[config.mk]
export PLATFORM = sky130hd
export DESIGN_NAME = mem_master
export DESIGN_NICKNAME = d
export VERILOG_FILES = /design/src/rtl/mem_pkg.sv /design/src/rtl/mem_addr_check.sv /design/src/rtl/mem_master.sv
export SDC_FILE = /design/constraint.sdc
export NUM_CORES = 1
export LEC_CHECK = 0
export BUFFER_PORTS_ARGS = -buffer_cell sky130_fd_sc_hd__buf_2
export CAP_MARGIN = 20
export CORE_MARGIN = 2
export CORE_UTILIZATION = 48
export DETAILED_ROUTE_END_ITERATION = 8
export PLACE_DENSITY = 0.74
export SYNTH_ARGS = -nofsm -noshare
export SYNTH_HDL_FRONTEND = slang
export SYNTH_SLANG_ARGS = --single-unit
[constraint.sdc]
create_clock -name clock -period 1.7 [get_ports clock]
set_clock_uncertainty 0.05 [all_clocks]
set_input_delay 0.34 -clock clock [delete_from_list [all_inputs] [get_ports clock]]
set_output_delay 0.34 -clock clock [all_outputs]
set_load 0.005 [all_outputs]
[src/rtl/mem_pkg.sv]
// Shared definitions for the mem_master controller and the memory-side blocks:
// controller state encoding and default memory geometry.
package mem_pkg;

    // Default memory geometry, shared with the memory block and its benches
    localparam int unsigned DEF_DATA_W     = 8;
    localparam int unsigned DEF_ADDR_W     = 3;
    localparam int unsigned DEF_ADDR_LIMIT = 7;
    localparam int unsigned DEF_RD_LAT     = 1;

    // Width of the read-latency down-counter (MEM_RD_LAT is 1..4)
    localparam int unsigned LAT_W = 3;

    // Controller states; VRD is only reachable with MEM_MASTER_WR_VERIFY_EN
    typedef enum logic [2:0] {
        IDLE  = 3'd0,
        WR    = 3'd1,
        RD    = 3'd2,
        RWAIT = 3'd3,
        VRD   = 3'd4,
        ERR   = 3'd5,
        RESP  = 3'd6
    } state_t;

endpackage

[src/rtl/mem_addr_check.sv]
// Combinational address screen: an address is valid when it is below
// ADDR_LIMIT. Shared with memory-side checkers.
module mem_addr_check #(
    parameter int unsigned ADDR_W     = 3,
    parameter int unsigned ADDR_LIMIT = 7
) (
    input  logic [ADDR_W-1:0] i_addr,
    output logic              o_valid
);

    // Compare in 32 bits so ADDR_LIMIT may equal 2**ADDR_W
    always_comb begin
        o_valid = (32'(i_addr) < ADDR_LIMIT);
    end

endmodule

[src/rtl/mem_master.sv]
// Initiator-side controller for the memory block: accepts one read or write
// command at a time over valid/ready, sequences the memory strobes and
// returns one response per command. Out-of-range addresses are answered
// with an error and never reach the memory.
// Optional feature macro: MEM_MASTER_WR_VERIFY_EN (read back each write and
// flag a mismatch on rsp_err).
module mem_master
    import mem_pkg::*;
#(
    parameter int unsigned DATA_W     = DEF_DATA_W,
    parameter int unsigned ADDR_W     = DEF_ADDR_W,
    parameter int unsigned ADDR_LIMIT = DEF_ADDR_LIMIT,
    parameter int unsigned MEM_RD_LAT = DEF_RD_LAT
) (
    input  logic              clock,
    input  logic              reset,
    input  logic              cmd_valid,
    output logic              cmd_ready,
    input  logic              cmd_write,
    input  logic [ADDR_W-1:0] cmd_addr,
    input  logic [DATA_W-1:0] cmd_wdata,
    output logic              rsp_valid,
    input  logic              rsp_ready,
    output logic [DATA_W-1:0] rsp_rdata,
    output logic              rsp_err,
    output logic              mem_write,
    output logic              mem_read,
    output logic [ADDR_W-1:0] mem_addr_w,
    output logic [ADDR_W-1:0] mem_addr_r,
    output logic [DATA_W-1:0] mem_datain,
    input  logic [DATA_W-1:0] mem_dataout
);

    localparam logic [LAT_W-1:0] LAT_INIT = LAT_W'(MEM_RD_LAT - 1);

    state_t             r_state;
    state_t             w_next;
    logic               w_addr_ok;
    logic               w_hs;
    logic               w_cmd_ready;
    logic               w_rsp_valid;
    logic               w_mem_write;
    logic               w_mem_read;
    logic [LAT_W-1:0]   r_lat_cnt;
    logic               r_verify;
    logic [DATA_W-1:0]  r_rsp_rdata;
    logic               r_rsp_err;
    logic [ADDR_W-1:0]  r_mem_addr_w;
    logic [ADDR_W-1:0]  r_mem_addr_r;
    logic [DATA_W-1:0]  r_mem_datain;

    mem_addr_check #(
        .ADDR_W     (ADDR_W),
        .ADDR_LIMIT (ADDR_LIMIT)
    ) u_addr_check (
        .i_addr  (cmd_addr),
        .o_valid (w_addr_ok)
    );

    assign w_hs = cmd_valid & w_cmd_ready;

    // State register
    always_ff @(posedge clock) begin
        if (reset) begin
            r_state <= IDLE;
        end else begin
            r_state <= w_next;
        end
    end

    // Next-state decode and strobe/handshake outputs
    always_comb begin
        w_next      = r_state;
        w_cmd_ready = 1'b0;
        w_rsp_valid = 1'b0;
        w_mem_write = 1'b0;
        w_mem_read  = 1'b0;
        case (r_state)
            IDLE: begin
                w_cmd_ready = ~reset;
                if (cmd_valid && !reset) begin
                    if (!w_addr_ok) begin
                        w_next = ERR;
                    end else if (cmd_write) begin
                        w_next = WR;
                    end else begin
                        w_next = RD;
                    end
                end
            end
            WR: begin
                w_mem_write = 1'b1;
`ifdef MEM_MASTER_WR_VERIFY_EN
                w_next = VRD;
`else
                w_next = RESP;
`endif
            end
            RD: begin
                w_mem_read = 1'b1;
                w_next     = RWAIT;
            end
            VRD: begin
`ifdef MEM_MASTER_WR_VERIFY_EN
                w_mem_read = 1'b1;
                w_next     = RWAIT;
`else
                w_next = IDLE;
`endif
            end
            RWAIT: begin
                if (r_lat_cnt == '0) begin
                    w_next = RESP;
                end
            end
            ERR: begin
                w_next = RESP;
            end
            RESP: begin
                w_rsp_valid = 1'b1;
                if (rsp_ready) begin
                    w_next = IDLE;
                end
            end
            default: begin
                w_next = IDLE;
            end
        endcase
    end

    // Command capture, memory address/data registers, latency count, response
    // The memory-side address/data registers double as the captured command
    // fields, so the write-verify compare uses mem_addr_w/mem_datain directly.
    always_ff @(posedge clock) begin
        if (reset) begin
            r_lat_cnt    <= '0;
            r_verify     <= 1'b0;
            r_rsp_rdata  <= '0;
            r_rsp_err    <= 1'b0;
            r_mem_addr_w <= '0;
            r_mem_addr_r <= '0;
            r_mem_datain <= '0;
        end else begin
            case (r_state)
                IDLE: begin
                    if (w_hs) begin
                        r_rsp_rdata <= '0;
                        r_rsp_err   <= 1'b0;
                        r_verify    <= 1'b0;
                        if (w_addr_ok) begin
                            if (cmd_write) begin
                                r_mem_addr_w <= cmd_addr;
                                r_mem_datain <= cmd_wdata;
                            end else begin
                                r_mem_addr_r <= cmd_addr;
                            end
                        end
                    end
                end
                WR: begin
`ifdef MEM_MASTER_WR_VERIFY_EN
                    r_mem_addr_r <= r_mem_addr_w;
                    r_verify     <= 1'b1;
`endif
                end
                RD, VRD: begin
                    r_lat_cnt <= LAT_INIT;
                end
                RWAIT: begin
                    if (r_lat_cnt == '0) begin
                        r_rsp_rdata <= mem_dataout;
                        if (r_verify) begin
                            r_rsp_err <= (mem_dataout != r_mem_datain);
                        end
                    end else begin
                        r_lat_cnt <= r_lat_cnt - LAT_W'(1);
                    end
                end
                ERR: begin
                    r_rsp_err   <= 1'b1;
                    r_rsp_rdata <= '0;
                end
                default: begin
                end
            endcase
        end
    end

    assign cmd_ready  = w_cmd_ready;
    assign rsp_valid  = w_rsp_valid;
    assign rsp_rdata  = r_rsp_rdata;
    assign rsp_err    = r_rsp_err;
    assign mem_write  = w_mem_write;
    assign mem_read   = w_mem_read;
    assign mem_addr_w = r_mem_addr_w;
    assign mem_addr_r = r_mem_addr_r;
    assign mem_datain = r_mem_datain;

endmodule
==> summary.txt, run 1 <==
Power
  – Max VDD drop: between 0.8 and 0.9 mV
  – Cell leakage power: roughly 0.84 nW
  – Reg power frac: around two fifths
  – Pint: around 1.4 mW
  – Switch share: a little under a third
  – Comb power frac: between 20% and 30%
  – Ratio of total power to cell area: roughly 1100 nW/um2
  – Switching pwr: about 600 uW
  – Clock power share: between 20% and 30%

Floorplan
  – Top Ports: 51
  – Site Rows: 19
  – Core area: between 2000 and 3000 um2
  – Initial Utilization: 50.6%
  – Die Height: between 50 and 60 um
  – Die span in x: 57.9 um
  – Die area: roughly 3400 um2

Yosys
  – Seq cells post-synth: 29
  – Post-synth EDFFs: 0
  – Yosys warning count: 0
  – Syn nets: approximately 180
  – Syn avg cell area: around 9.4 um2
  – Syn Inst Count: ~150
  – Synth Flop Type: dfxtp_1
  – Mapped Area: 1400 um2
  – Async set-reset flop share out of synthesis: 0%
  – Seq/Total Area, Yosys: just over 40%
  – Number of distinct library cells after synthesis: 36

Global route
  – Vias in the first global route: ~1200
  – Pin count of the biggest net entering global routing: 16
  – GRT overflow: 0
  – GRT Resource Usage Total: about a fifth
  – Initial antenna violation count: 0
  – First-pass GRT wire length: 5.23 mm

Detailed routing
  – DRT iter0 DRCs: 39
  – DRC: 0
  – 1st-pass router iterations: 4
  – Antenna-violating nets left: 0
  – Vias: between 1000 and 1500
  – Routed WL: 3.09 mm
  – Average wire per standard cell: ~13 um
  – Vias per Instance: about 5.3

Place
  – Pre-CTS WS: ~110 ps
  – Port Buffers: 50
  – Placer Congestion: 0.831
  – HPWL after DPL: between 2 and 2.5 mm

Worst setup path
  – WS Path Type: reg -> out
  – Startpoint types: flop
  – Crit end category: primary output
  – Crit-path max FO: 9
  – CP required: approximately 1300 ps
  – Worst Path Arrival: 1220 ps

STA
  – Final setup fails: 0
  – Fin crit share: ~95%
  – Max Transition Viols Final: 0
  – Worst-Margin Slew: 342 ps
  – Final worst setup slack: roughly 90 ps
  – Max-slew headroom: between 70% and 80%
  – Fin crit period: ~1600 ps
  – Final setup TNS: 0 ps
  – RSZ-0062 raised after global routing: false
  – Max frequency: between 600 and 700 MHz
  – Final Hold Fails: 0

Layout
  – Area Growth Syn to Fin: 26.0%
  – Share of layout cells above drive strength 1: 38.5%
  – Filler instances: 243
  – Final net count: between 200 and 250
  – # diodes: 0

Clock network
  – Htree depth: 2
  – CTS buffer count: 5
  – CTS Hold Buffers Added: 0
  – Sink Count: 29
  – Root buffer cell: clkbuf_4
  – Worst-Skew Late Latency: approximately 320 ps
  – CTS tree: yes
  – Reg clk slew, reported paths: around 100 ps
  – Buffer depth of the longest clock path: 2

Outcome
  – Outcome: complete, no violations

Hold path
  – Worst Hold Class: in -> reg

Job
  – MaxCap Viol Count: 0
## power groups by stage
stage | Combinational (mW) | Sequential (mW) | Clock [mW]
final | 0.563 | 0.805 | 0.577
after global routing | 0.626 | 0.814 | 0.623
after CTS | 0.562 | 0.803 | 0.597
after detailed placement | 0.557 | 0.814 | 0
after global placement | 0.526 | 0.810 | 0
after floorplan | 0.445 | 0.788 | 0
## cell families after synthesis
| kind of cell | Yosys count | synth area share, % |
|---|---|---|
| compound gates | 22 | 13.8 |
| buf+inv | 14 | 6.72 |
| simple gates | 61 | 21.2 |
| xor+xnor | 2 | 1.25 |
| flops | 29 | 41.6 |
| mux | 19 | 13.6 |
| fa+ha+maj | 2 | 1.79 |
## metal layers
| layer | track usage (%) | wire length, um | up-vias |
|---|---|---|---|
| li1 | - | - | 625 |
| met1 | 24.1 | 1320 | 583 |
| met2 | 32.0 | 1470 | 38 |
| met3 | 8.04 | 234 | 7 |
| met4 | 10.3 | 64 | 0 |
| met5 | 0 | 0 | - |
## what timing repair did
item                       in CTS  in global routing
setup endpoints to repair       2                  2
resized for setup               3                  2
buffers inserted                0                  0
## critical path: stages, from the launching register on
cell	delay [ps]
dfxtp_4	420
buf_4	170
nand2_1	110
nor2_1	90
buf_2	110
## area by class of cell
| type | instances | area (um2) | share of cell area, % |
|---|---|---|---|
| Multi-Input combinational cell | 106 | 727 | 41.3 |
| Timing Repair Buffer | 57 | 303 | 17.2 |
| Clock inverter | 1 | 30.0 | 1.71 |
| Tap cell | 31 | 38.8 | 2.20 |
| Sequential cell | 29 | 587 | 33.4 |
| Inverter | 5 | 18.8 | 1.07 |
| Clock buffer | 7 | 55.1 | 3.13 |
## flip-flops by register name (all words and copies together), names as in the netlist
name        flops
rsp_err         1
mem_addr_w      3
r_state         3
mem_addr_r      3
mem_datain      8
r_lat_cnt       3
rsp_rdata       8
## worst paths after layout
| path | slack [ps] | cells past startpoint | from | endpoint |
|---|---|---|---|---|
| setup / recovery | 90 | 4 | r_state[0]$_SDFFE_PP0P_ | mem_write |
| hold / removal | 190 | 3 | mem_dataout[6] | rsp_rdata[6]$_SDFFE_PP0P_ |
| setup reg to reg | 180 | 5 | r_lat_cnt[0]$_SDFFE_PP0P_ | rsp_rdata[4]$_SDFFE_PP0P_ |
| hold reg to reg | 410 | 2 | rsp_rdata[6]$_SDFFE_PP0P_ | rsp_rdata[6]$_SDFFE_PP0P_ |
## placed cells by master, fill, tap and decap left out, types with 2 or more instances in the layout
master	n
nand2_1	20
nand3_1	2
o221a_2	3
nor2_1	22
o21bai_1	2
clkbuf_4	5
nor3_1	5
nor3_2	2
inv_1	5
xnor2_1	2
mux2i_1	19
dfxtp_1	26
a22o_1	2
buf_4	7
a21oi_1	5
ha_1	2
nor2b_1	2
buf_2	50
dfxtp_2	2
## stage by stage
stage | cells | util [%] | hold WS, ps | total power, mW | area [um2]
after global routing | 236 | 63.8 | 186 | 2.06 | 1760
after CTS | 236 | 63.5 | 177 | 1.96 | 1750
final | 236 | 63.8 | 192 | 1.95 | 1760
after floorplan | 149 | - | 404 | 1.23 | 1400
after detailed placement | 228 | 60.3 | 402 | 1.37 | 1660
after global placement | 228 | 60.3 | 393 | 1.34 | 1660
## cells in the mapped netlist, types with 2 or more instances
cell type	n	area (um2)
nand2_1	20	75.1
nor3_2	2	20.0
nor2b_1	2	12.5
clkbuf_1	3	11.3
ha_1	2	25.0
xnor2_1	2	17.5
a21oi_1	5	25.0
nor3b_1	2	15.0
a22o_1	2	17.5
inv_1	5	18.8
nor3_1	5	25.0
o21bai_1	2	15.0
dfxtp_1	29	581
buf_2	2	10.0
mux2i_1	19	190
nor2_1	22	82.6
buf_6	3	33.8
nand3_1	2	10.0
o221a_2	3	33.8
Note: power is estimated with default switching activity, not from simulation.
==> run 2: changes to the inputs <==
PLACE_DENSITY = 0.75   (was 0.74)
SYNTH_HIERARCHICAL = 1   (was not set)
==> summary.txt, run 2 <==
Yosys
  – Syn nets: 170
  – Post-synth EDFFs: 0
  – Syn avg cell area: slightly above 9 um2
  – Synth Flop Type: dfxtp_1
  – Mapped Area: roughly 1300 um2
  – Number of distinct library cells after synthesis: 33
  – Synth area leaders: dfxtp_1 44%, mux2i_1 17%, nor2_1 7.1%, nand2b_1 4.2%, nand2_1 2.8%
  – Compound-Gate Fraction of Synth Area: 6.88%
  – Top cells by count, synth: 29 x dfxtp_1, 25 x nor2_1, 22 x mux2i_1
  – Post-synthesis adder-cell area fraction: under 10%
  – Post-Synth XOR/XNOR Area: around 2.0%
  – Yosys warning count: 6
  – Top cell type's share of synthesized area: about 44%
  – Simple-Gate Fraction of Synth Area: between 20% and 30%
  – Syn Inst Count: 144
  – Seq/Total Area, Yosys: a little over two fifths
  – Largest family of logic cells by synthesized area: simple AND/OR/NAND/NOR gates
  – Seq cells post-synth: 29
  – Post-synth top area cell: dfxtp_1
  – Async set-reset flop share out of synthesis: 0%
  – Mux contribution to synthesized area: around 18%
  – Count leader, synth: dfxtp_1

STA
  – Fin crit period: 1660 ps
  – Final Hold Fails: 0
  – Max Transition Viols Final: 0
  – Max-slew headroom: between 60 and 70%
  – Worst-Margin Slew: 505 ps
  – Fin crit share: a little over nine tenths
  – Max frequency: 601 MHz
  – RSZ-0062 raised after global routing: true
  – Final worst setup slack: approximately 36 ps
  – Final setup fails: 0
  – Min Hold Slack: slightly below 200 ps

Worst setup path
  – Worst path bufs/invs: 1
  – CP peak stage delay: around 400 ps
  – CP top delay family: simple AND/OR/NAND/NOR gates
  – Worst Path Arrival: ~1300 ps
  – CP cell instances: or3_4 > nor2_2 > buf_2
  – CP required: roughly 1300 ps
  – Startpoint types: flop
  – Crit end category: primary output
  – Slowest CP cell: or3_4
  – Crit-path max FO: 5
  – WS Path Type: reg -> out

Detailed routing
  – DRC: 0
  – 1st-pass router iterations: 5
  – DRT iter0 DRCs: 13
  – Average wire per standard cell: about 12 um
  – Routed WL: between 2 and 3 mm
  – Vias: around 1200
  – Vias per Instance: just over 5
  – Antenna-violating nets left: 0

Floorplan
  – Initial Utilization: between 40% and 50%
  – Site Rows: 19
  – Top Ports: between 50 and 60
  – Core area: 2690 um2
  – Die area: approximately 3200 um2
  – Die span in x: about 57 um
  – Die Height: around 57 um

Power
  – Max VDD drop: between 0.6 and 0.7 mV
  – Cell leakage power: between 0.8 and 0.9 nW
  – Ratio of total power to cell area: 822 nW/um2

Clock network
  – Sink Count: 29
  – Worst-Skew Late Latency: between 300 and 400 ps
  – Htree depth: 2
  – CTS tree: yes
  – Root buffer cell: clkbuf_4
  – Reg clk slew, reported paths: roughly 90 ps
  – CTS buffer count: 5
  – Buffer depth of the longest clock path: 2

Layout
  – Most frequent cells in the layout: 50 x buf_2, 26 x dfxtp_1, 24 x nor2_1
  – Share of layout cells above drive strength 1: between 30 and 40%
  – Area Growth Syn to Fin: 27.8%
  – # diodes: 0
  – Final net count: ~230
  – Most common library cell in the layout ignoring fill and taps: buf_2

Global route
  – GR Util met2: 31.4%
  – Most used routing layer: met2
  – Vias in the first global route: approximately 1100
  – Initial antenna violation count: 0
  – GRT overflow: 0
  – GRT Resource Usage Total: a little under a fifth
  – Met1 usage: roughly a fifth
  – M3 GR Usage: around 6.0%
  – Pin count of the biggest net entering global routing: 31
  – First-pass GRT wire length: about 4.7 mm

Hold path
  – Worst Hold Class: in -> reg

Place
  – Pre-CTS WS: roughly 36 ps
  – Port Buffers: 50
  – HPWL after DPL: between 2 and 2.5 mm
  – Placer Congestion: about 0.74

Job
  – MaxCap Viol Count: 0

Outcome
  – Outcome: complete, no violations
-- run 2: changes by cell type in the layout (fill, tap and decap cells not counted), sizes merged, moves of 2 or more --
cell | previous run | this run
o221a | 3 | 0
nor3 | 7 | 5
nand2 | 20 | 10
mux2i | 19 | 23
a21o | 0 | 3
a22o | 2 | 0
nor2 | 22 | 26
clkinv | 0 | 2
nand2b | 0 | 9
or3 | 0 | 2
-- run 2: area by class of cell --
type	instances	area, um2
fill	243	990
timing repair buffer	57	314
sequential	29	587
inverter	4	15.0
tap	31	38.8
multi-input combinational	103	691
clock inverter	2	10.0
clock buffer	6	41.3
-- run 2: power by group --
part / total [mW] / switching, mW / internal, mW
Combinational: 0.286 / 0.139 / 0.148
Sequential: 0.717 / 0.0163 / 0.700
Clock: 0.392 / 0.235 / 0.157
Total: 1.40 / 0.390 / 1.01
-- run 2: metrics by stage --
step                TNS, ps  cells  instance area (um2)  utilization (%)  power (mW)
detailed placement        0    223                 1610             60.1        1.00
floorplan                 0    144                 1330                -       0.924
global route          -11.4    232                 1700             63.2        1.48
CTS                       0    232                 1690             62.9        1.41
global placement          0    223                 1610             60.1       0.994
finish                    0    232                 1700             63.2        1.40
-- run 2: worst min-delay path: cells and delay by family --
kind	cells	cell delay (ps)
buffers and inverters	1	70
muxes	1	50
and+or+nand+nor	1	70
-- run 2: timing repair --
action,in CTS,in global routing
setup endpoints to repair,3,3
hold buffers,0,0
pin swaps,0,1
setup buffers,1,0
gates resized for setup,7,2
-- run 2: routing by layer --
layer | up-vias | share of wire, %
li1 | 594 | -
met1 | 538 | 44
met2 | 37 | 47
met3 | 5 | 6.8
met4 | 0 | 1.7
met5 | - | 0
-- run 2: path summary, 6_finish.rpt --
path                             start                          to  slack (ps)  cells after the start
max reg2reg    r_state[1]$_SDFFE_PP0P_   rsp_rdata[3]$_SDFFE_PP0P_          80                      5
min reg2reg  rsp_rdata[4]$_SDFFE_PP0P_   rsp_rdata[4]$_SDFFE_PP0P_         430                      2
max            r_state[2]$_SDFFE_PP0P_                   cmd_ready          40                      3
min                       cmd_wdata[4]  mem_datain[4]$_SDFFE_PP0P_         200                      3
-- run 2: cell families (layout without fill, tap and decap cells) --
group / Yosys count / after routing
xor gates and xnor gates: 3 / 3
and+or+nand+nor: 61 / 61
buffers and inverters: 12 / 69
muxes: 23 / 23
adders and majority gates: 2 / 2
AOI/OAI and AO/OA: 14 / 14
DFF: 29 / 29
==> run 3: changes to the inputs <==
CORE_UTILIZATION = 32   (was 48)
PLACE_DENSITY = 0.52   (was 0.75)
==> summary.txt, run 3 (synthesis results as in run 2) <==
Place
  – Port Buffers: 50
  – Placed cells: around 240
  – Placer Congestion: approximately 0.8
  – HPWL after DPL: approximately 2.3 mm

Power
  – Pint: between 1 and 1.5 mW
  – Comb power frac: roughly 16%
  – Ratio of total power to cell area: just under 1000 nW/um2
  – Max VDD drop: between 0.6 and 0.7 mV
  – Cell leakage power: around 0.87 nW
  – Reg power frac: a little over two fifths
  – Switch share: about a quarter
  – Design Power: ~1.7 mW
  – Switching pwr: between 400 and 500 uW
  – Clock power share: 42.1%

Outcome
  – Outcome: complete, no violations

Detailed routing
  – Routed WL: about 3.1 mm
  – Vias per Instance: 4.62
  – Average wire per standard cell: ~12 um
  – DRC: 0
  – 1st-pass router iterations: 4
  – Antenna-violating nets left: 0
  – Vias: 1165
  – DRT iter0 DRCs: 43

Job
  – MaxCap Viol Count: 0

Clock network
  – CTS buffer count: 5
  – CTS Hold Buffers Added: 0
  – Htree depth: 2
  – Reg clk slew, reported paths: approximately 60 ps
  – Worst-Skew Late Latency: ~270 ps
  – CTS tree: yes
  – Root buffer cell: clkbuf_8
  – Buffer depth of the longest clock path: 2
  – Setup bufs post-CTS: 0
  – Sink Count: 29

Hold path
  – Worst Hold Class: in -> reg
  – Hold Startpoint: cmd_wdata[3]
  – Worst hold stages: 3

Layout
  – Area Growth Syn to Fin: 34.0%
  – Most common library cell in the layout ignoring fill and taps: buf_2
  – Share of layout cells above drive strength 1: a little under two fifths
  – Final std cells w/o fill: around 250
  – # diodes: 0
  – Most frequent cells in the layout: 50 x buf_2, 26 x dfxtp_1, 25 x nor2_1
  – Final net count: approximately 230
  – Post-Route Utilization: between 40% and 50%
  – Filler instances: slightly above 400
  – Reg area: approximately 600 um2
  – Multi-input gate area in the final layout: around 700 um2

Floorplan
  – Top Ports: 51
  – Initial Utilization: about a third
  – Core area: between 4000 and 5000 um2
  – Die area: ~4700 um2
  – Die span in x: 68.4 um
  – Die Height: 68.4 um
  – Site Rows: 23

Global route
  – Initial antenna violation count: 0
  – GRT overflow: 0
  – First-pass GRT wire length: between 4 and 5 mm
  – Pin count of the biggest net entering global routing: 31
  – GRT Resource Usage Total: 13.8%
  – Vias in the first global route: roughly 1100

STA
  – Max frequency: 611 MHz
  – Worst-Margin Slew: 523 ps
  – RSZ-0062 raised after global routing: false
  – Final Hold Fails: 0
  – Final setup fails: 0
  – Fin crit period: ~1600 ps
  – Max-slew headroom: approximately two thirds
  – Fin crit share: about 96%
  – Max Transition Viols Final: 0
  – Final setup TNS: 0 ps

Worst setup path
  – FF-to-FF Start: r_state[1]$_SDFFE_PP0P_
  – Startpoint types: flop
  – CP required: 1310 ps
  – Crit end category: primary output
  – Crit-path max FO: 11
  – Worst Path Arrival: around 1300 ps
  – R2r worst-path depth: 4
  – WS Path Type: reg -> out
  – Worst Setup SP: r_state[1]$_SDFFE_PP0P_
run 3: cell types whose count changed in the layout (fill, tap and decap cells not counted), sizes merged:
cell,before,now
clkinv,2,0
buf,57,58
bufinv,0,1
clkbuf,6,7
run 3: worst max-delay path: stages, from the launching register on:
cell and delay, ps:
dfxtp_4 380, or3_4 380, nor2_1 90, buf_2 110
run 3: timing repair:
action / 4_1_cts / 5_1_grt
endpoints found under the setup margin: 1 / 2
cloned: 0 / 0
resized for setup: 4 / 1
run 3: area by class of cell:
class / instances / share of cell area, %
Clock buffer: 7 / 4.85
Tap cell: 50 / 3.52
Multi-Input combinational cell: 103 / 38.7
Clock inverter: 1 / 1.69
Sequential cell: 29 / 33.0
Inverter: 4 / 0.844
Timing Repair Buffer: 58 / 17.4
run 3: path summary, 6_finish.rpt:
path	end	slack, ps
hold / removal	mem_datain[3]$_SDFFE_PP0P_	250
hold reg to reg	rsp_rdata[2]$_SDFFE_PP0P_	420
setup reg to reg	rsp_rdata[4]$_SDFFE_PP0P_	160
setup / recovery	cmd_ready	60
run 3: power by group through the flow:
stage	registers, mW	clock network, mW	logic, mW
floorplan	0.728	0	0.196
global placement	0.736	0	0.269
detailed placement	0.737	0	0.272
CTS	0.723	0.752	0.277
global route	0.727	0.776	0.306
finish	0.724	0.726	0.274
run 3: metrics by stage:
stage               setup WS [ps]  cell area [um2]  hold slack, ps
finish                       64.6             1780             251
detailed placement           86.2             1650             413
global route                0.912             1780             257
floorplan                     288             1330             415
global placement              122             1650             406
CTS                          31.2             1780             244
run 3: layer usage:
metal	part of all wire, %	vias up	track usage, %	wire length, um
met5	0	-	0	0
met4	0.79	0	6.75	24
met3	5.4	2	4.11	165
met2	50	30	22.1	1520
met1	44	539	16.7	1350
li1	-	594	-	-
